$ cat src/rtl/audio_capture.sv
`default_nettype none
// =============================================================================
// audio_capture : pops stereo codec ADC samples, mixes them to mono and writes
//                 them sequentially into the recording RAM. Optional feature
//                 macro AUDIO_CAPTURE_PEAK_EN tracks the peak |mono| written.
// Revision      : 1.0
// =============================================================================
module audio_capture #(
    parameter int ADDR_W = 14,
    parameter int DATA_W = 24,
    parameter int DEPTH  = 16384,
    parameter int SKIP   = 0
) (
    input  logic              CLOCK_50,
    input  logic              reset,
    input  logic              start,
    input  logic              stop,
    input  logic              read_ready,
    input  logic [DATA_W-1:0] readdata_left,
    input  logic [DATA_W-1:0] readdata_right,
    output logic              read,
    output logic [ADDR_W-1:0] ram_addr,
    output logic [DATA_W-1:0] ram_wdata,
    output logic              ram_we,
    output logic              busy,
    output logic              done,
    output logic [ADDR_W:0]   sample_count,
    output logic [DATA_W-2:0] peak
);

    localparam logic [1:0] S_IDLE = 2'd0;
    localparam logic [1:0] S_SKIP = 2'd1;
    localparam logic [1:0] S_REC  = 2'd2;
    localparam logic [1:0] S_DONE = 2'd3;

    localparam int CNT_W  = ADDR_W + 1;
    localparam int PK_W   = DATA_W - 1;
    localparam int SKIP_W = (SKIP > 1) ? $clog2(SKIP) : 1;

    logic [1:0]               r_state;
    logic [1:0]               w_next;
    logic [SKIP_W-1:0]        r_skip_cnt;
    logic                     w_active;
    logic                     w_begin;
    logic                     w_pop;
    logic                     w_write;
    logic                     w_skip_last;
    logic                     w_full_last;
    logic signed [DATA_W:0]   w_sum;
    logic signed [DATA_W-1:0] w_mono;

    assign w_active    = (r_state == S_SKIP) || (r_state == S_REC);
    assign w_begin     = start && !stop && ((r_state == S_IDLE) || (r_state == S_DONE));
    // The !read term enforces the two-cycle minimum pop spacing.
    assign w_pop       = w_active && read_ready && !read && !stop;
    assign w_write     = w_pop && (r_state == S_REC);
    assign w_skip_last = (r_skip_cnt == SKIP_W'(SKIP - 1));
    assign w_full_last = (sample_count == CNT_W'(DEPTH - 1));

    // One extra bit of headroom so the sum never overflows before halving.
    assign w_sum  = {readdata_left[DATA_W-1], readdata_left}
                  + {readdata_right[DATA_W-1], readdata_right};
    assign w_mono = DATA_W'(w_sum >>> 1);

    always_ff @(posedge CLOCK_50 or posedge reset) begin
        if (reset) begin
            r_state <= S_IDLE;
        end else begin
            r_state <= w_next;
        end
    end

    always_comb begin
        w_next = r_state;
        case (r_state)
            S_IDLE: begin
                if (w_begin) w_next = (SKIP > 0) ? S_SKIP : S_REC;
            end
            S_SKIP: begin
                if (stop)                    w_next = S_IDLE;
                else if (w_pop && w_skip_last) w_next = S_REC;
            end
            S_REC: begin
                if (stop)                    w_next = S_IDLE;
                else if (w_pop && w_full_last) w_next = S_DONE;
            end
            S_DONE: begin
                if (stop)         w_next = S_IDLE;
                else if (w_begin) w_next = (SKIP > 0) ? S_SKIP : S_REC;
            end
            default: w_next = S_IDLE;
        endcase
    end

    always_comb begin
        busy = 1'b0;
        done = 1'b0;
        case (r_state)
            S_SKIP:  busy = 1'b1;
            S_REC:   busy = 1'b1;
            S_DONE:  done = 1'b1;
            default: ;
        endcase
    end

    // sample_count doubles as the write pointer; it stops at DEPTH, never wraps.
    always_ff @(posedge CLOCK_50 or posedge reset) begin
        if (reset) begin
            read         <= 1'b0;
            ram_we       <= 1'b0;
            ram_addr     <= '0;
            ram_wdata    <= '0;
            sample_count <= '0;
            r_skip_cnt   <= '0;
        end else begin
            read   <= w_pop;
            ram_we <= w_write;
            if (w_begin) begin
                sample_count <= '0;
                r_skip_cnt   <= '0;
            end
            if (w_pop && (r_state == S_SKIP)) begin
                r_skip_cnt <= r_skip_cnt + SKIP_W'(1);
            end
            if (w_write) begin
                ram_addr     <= sample_count[ADDR_W-1:0];
                ram_wdata    <= w_mono;
                sample_count <= sample_count + CNT_W'(1);
            end
        end
    end

`ifdef AUDIO_CAPTURE_PEAK_EN
    logic [PK_W-1:0] w_abs;

    // The most negative sample has no positive twin, so it saturates.
    always_comb begin
        w_abs = w_mono[PK_W-1:0];
        if (w_mono[DATA_W-1]) begin
            if (w_mono == {1'b1, {PK_W{1'b0}}}) w_abs = '1;
            else                                w_abs = PK_W'(-w_mono);
        end
    end

    always_ff @(posedge CLOCK_50 or posedge reset) begin
        if (reset) begin
            peak <= '0;
        end else if (w_begin) begin
            peak <= '0;
        end else if (w_write && (w_abs > peak)) begin
            peak <= w_abs;
        end
    end
`else
    assign peak = '0;
`endif

endmodule
`default_nettype wire

$ cat config.mk
export PLATFORM = sky130hd
export DESIGN_NAME = audio_capture
export DESIGN_NICKNAME = d
export VERILOG_FILES = /design/src/rtl/audio_capture.sv
export SDC_FILE = /design/constraint.sdc
export NUM_CORES = 1
export LEC_CHECK = 0
export CAP_MARGIN = 20
export CORE_MARGIN = 4
export CORE_UTILIZATION = 35
export DETAILED_ROUTE_END_ITERATION = 10
export GPL_TIMING_DRIVEN = 1
export PLACE_DENSITY = 0.61
export RECOVER_POWER = 25
export REMOVE_ABC_BUFFERS = 1
export SETUP_SLACK_MARGIN = 0.5
export SKIP_LAST_GASP = 1
export SYNTH_ARGS = -nofsm -noshare
export SYNTH_HDL_FRONTEND = slang
export SYNTH_SLANG_ARGS = --single-unit
$ cat constraint.sdc
create_clock -name CLOCK_50 -period 2.57 [get_ports CLOCK_50]
set_clock_uncertainty 0.05 [all_clocks]
set_input_delay 0.514 -clock CLOCK_50 [delete_from_list [all_inputs] [get_ports CLOCK_50]]
set_output_delay 0.514 -clock CLOCK_50 [all_outputs]
set_load 0.05 [all_outputs]
==> results.yml <==
die:
  die_y_um: 114
  num_rows: 38
  io_pins: 133
  die_w_um: 114
  fp.coreArea_mm2: 0.0109
  fp.dieArea_mm2: 0.0130
  start_util_pct: 36.0
drt:
  drt_iter0_drc: 202
  vias: 4209
  first_pass_iters: 4
  drc_errors: 0
  vias_per_cell: 5.10
  ant_nets: 0
  wl_per_cell_um: 15.8
  routed_wl_mm: 13.0
critical_path:
  critical_path.cell_chain: "buf_6, and2_4, fa_2, a211oi_4, o21ai_4, buf_4, buf_4, a21o_1, a211oi_2, xor2_1, o21ai_1"
  cpMaxStageDelayCell: "fa_2"
  critPathMaxStageDelay_ns: 0.39
  critPathTopFamily: "compound AO/OA/AOI/OAI gates"
  required_ns: 2.74
  critPathKind: "primary input to register"
  arrival_ns: 2.52
  crit_fanout: 4
  critPathLaunchType: "primary input"
  end_kind: "register"
  path_depth: 11
  r2r_setup_slack_ns: 0.39
  reg2regPathDepth: 8
  critPathBufInv: 3
  cpMostUsedCell: "buf_4"
final_layout:
  fill_cells: 937
  antenna_cells: 0
  drive_gt1_share_pct: 36.4
  finish.utilization_pct: 60.8
  ff_latch_area_mm2: 0.00145
  fin_nets: 763
  multiInputGateArea_mm2: 0.00289
  mostFrequentLayoutCells: "buf_4 (97), nand2_1 (95), dlygate4sd2_1 (59)"
  area_delta_synth_final_pct: 68.8
  final_cells: 825
  final_common_cell: "buf_4"
synthesis:
  async_flop_share_pct: 100
  synth_ff_type: "dfrtp_1"
  synth_area_leaders: "dfrtp_1 (37%), nand2_1 (9.3%), ha_1 (8.9%)"
  synth_area_per_cell_um2: 8.51
  ys_seq_area_share_pct: 37.0
  synth_top_area_share_pct: 37.0
  yosysWarnings: 0
  synth_top_area_cell: "dfrtp_1"
  synth_cell_type_count: 59
  ys_seq_elements: 58
  synthesis.instances: 461
  synth_edf_count: 0
  syn_area_mm2: 0.00392
sta:
  final_max_slew_viol_count: 0
  rsz0062_at_grt: "yes"
  fin_crit_sh_pct: 91.2
  tightest_slew_ns: 0.922
  setup_violations: 0
  finalHoldViolCount: 0
  min_period_ns: 2.34
  slew_headroom_pct: 38.4
  timing.fmax_mhz: 426
placement:
  dp_hpwl_mm: 8.70
  dp.cells: 763
  port-buffer-count: 109
  place.gp.congestion: 0.839
global_routing:
  grt_pass1_vias: 4187
  grt_overflow: 0
  grt_use_total_pct: 19.1
  antenna_found_initial: 0
  grt_pass1_wl_mm: 20.1
  grt_max_degree: 29
pwr:
  power_density_mw_per_mm2: 654
  p_total_uw: 4330
  power.leakage_uw: 0.00325
  irDropWorstVdd_uv: 337
clock_tree:
  numCtsBuffers: 9
  clockBufferDepth: 2
  clock-sinks: 58
  clkLatencyLatePin_ns: 0.34
  ctsRootBufferMaster: "clkbuf_8"
  htree_levels: 3
  cts_tree: "built"
  cts.reportedPaths.clkPinSlew_ns: 0.06
worst_hold_path:
  hold_depth: 2
  hold_path_class: "register to register"
status:
  outcome: "completed"
flow_run:
  maxCapViolCount: 0
==> flip-flops by register name (all words and copies together), names as in the netlist <==
signal and count:
r_skip_cnt 1, ram_wdata 24, sample_count 15, ram_we 1, read 1, ram_addr 14
r_state 2
==> per-layer routing <==
layer / track usage [%] / share of wire (%)
met1: 22.6 / 42
met2: 34.7 / 52
met3: 2.44 / 4.1
met4: 8.00 / 2.3
met5: 0 / 0
==> where the power goes <==
| group | switching, uW | leakage, uW | internal [uW] |
|---|---|---|---|
| Combinational | 1460 | 0.00237 | 827 |
| Sequential | 125 | 0.000779 | 1110 |
| Clock | 349 | 0.0000962 | 466 |
| Total | 1930 | 0.00325 | 2400 |
==> tightest hold or removal path, cell delays in order, from the launching register on <==
cell     delay, ns
dfrtp_1       0.33
nand2_1       0.05
nand2_1       0.05
==> cells by family after synthesis <==
logic type | after synthesis | share of synthesized area, %
adder cells (fa/ha/maj) | 29 | 9.44
multiplexers | 2 | 0.574
flip-flops | 58 | 37.0
AND/OR/NAND/NOR | 164 | 19.0
XOR/XNOR | 12 | 2.68
buffers and inverters | 58 | 7.85
other | 1 | 0.0956
AO/OA/AOI/OAI | 137 | 23.4
==> what timing repair did <==
item	CTS	global route
endpoints found under the setup margin	95	29
buffers inserted	26	21
hold buffers	0	0
pin swaps	65	38
resized for setup	245	71
==> cells in the mapped netlist, drive strengths merged, types with 5 or more instances <==
library cell and number:
nand2 98, dfrtp 58, o21ai 45, ha 28, a21oi 26, buf 26
inv 18, nand3 15, clkbuf 14, nor2 14, o31ai 10, a211oi 9
xnor2 9, nand4 8, nor3 8, o211ai 8, a21o 5, o21a 5
==> metrics by stage <==
step | setup TNS, ns | worst slack (ns) | cell area, um2 | hold slack [ns]
2_1_floorplan | -6.90 | -0.758 | 3760 | 0.427
3_3_place_gp | -3.45 | -0.523 | 5580 | 0.408
3_5_place_dp | -4.05 | -0.566 | 5580 | 0.411
4_1_cts | 0 | 0.283 | 6370 | 0.426
5_1_grt | 0 | 0.138 | 6620 | 0.458
6_report | 0 | 0.225 | 6620 | 0.416
==> final cells by class <==
cell class | count | share of cell area (%)
Clock inverter | 3 | 0.605
Clock buffer | 12 | 2.19
Multi-Input combinational cell | 367 | 43.6
Timing Repair Buffer | 227 | 28.0
Sequential cell | 58 | 21.9
Inverter | 18 | 1.02
Tap cell | 140 | 2.65
==> final timing paths <==
| path | startpoint | endpoint |
|---|---|---|
| min reg2reg | ram_addr[7] | ram_addr[7] |
| min in group asynchronous | reset | ram_wdata[18] |
| max in group asynchronous | reset | ram_we |
| max reg2reg | r_state[1] | r_state[0] |
| max | readdata_right[0] | ram_wdata[13] |
| min | ram_addr[7] | ram_addr[7] |
(Power assumes the default switching activity.)
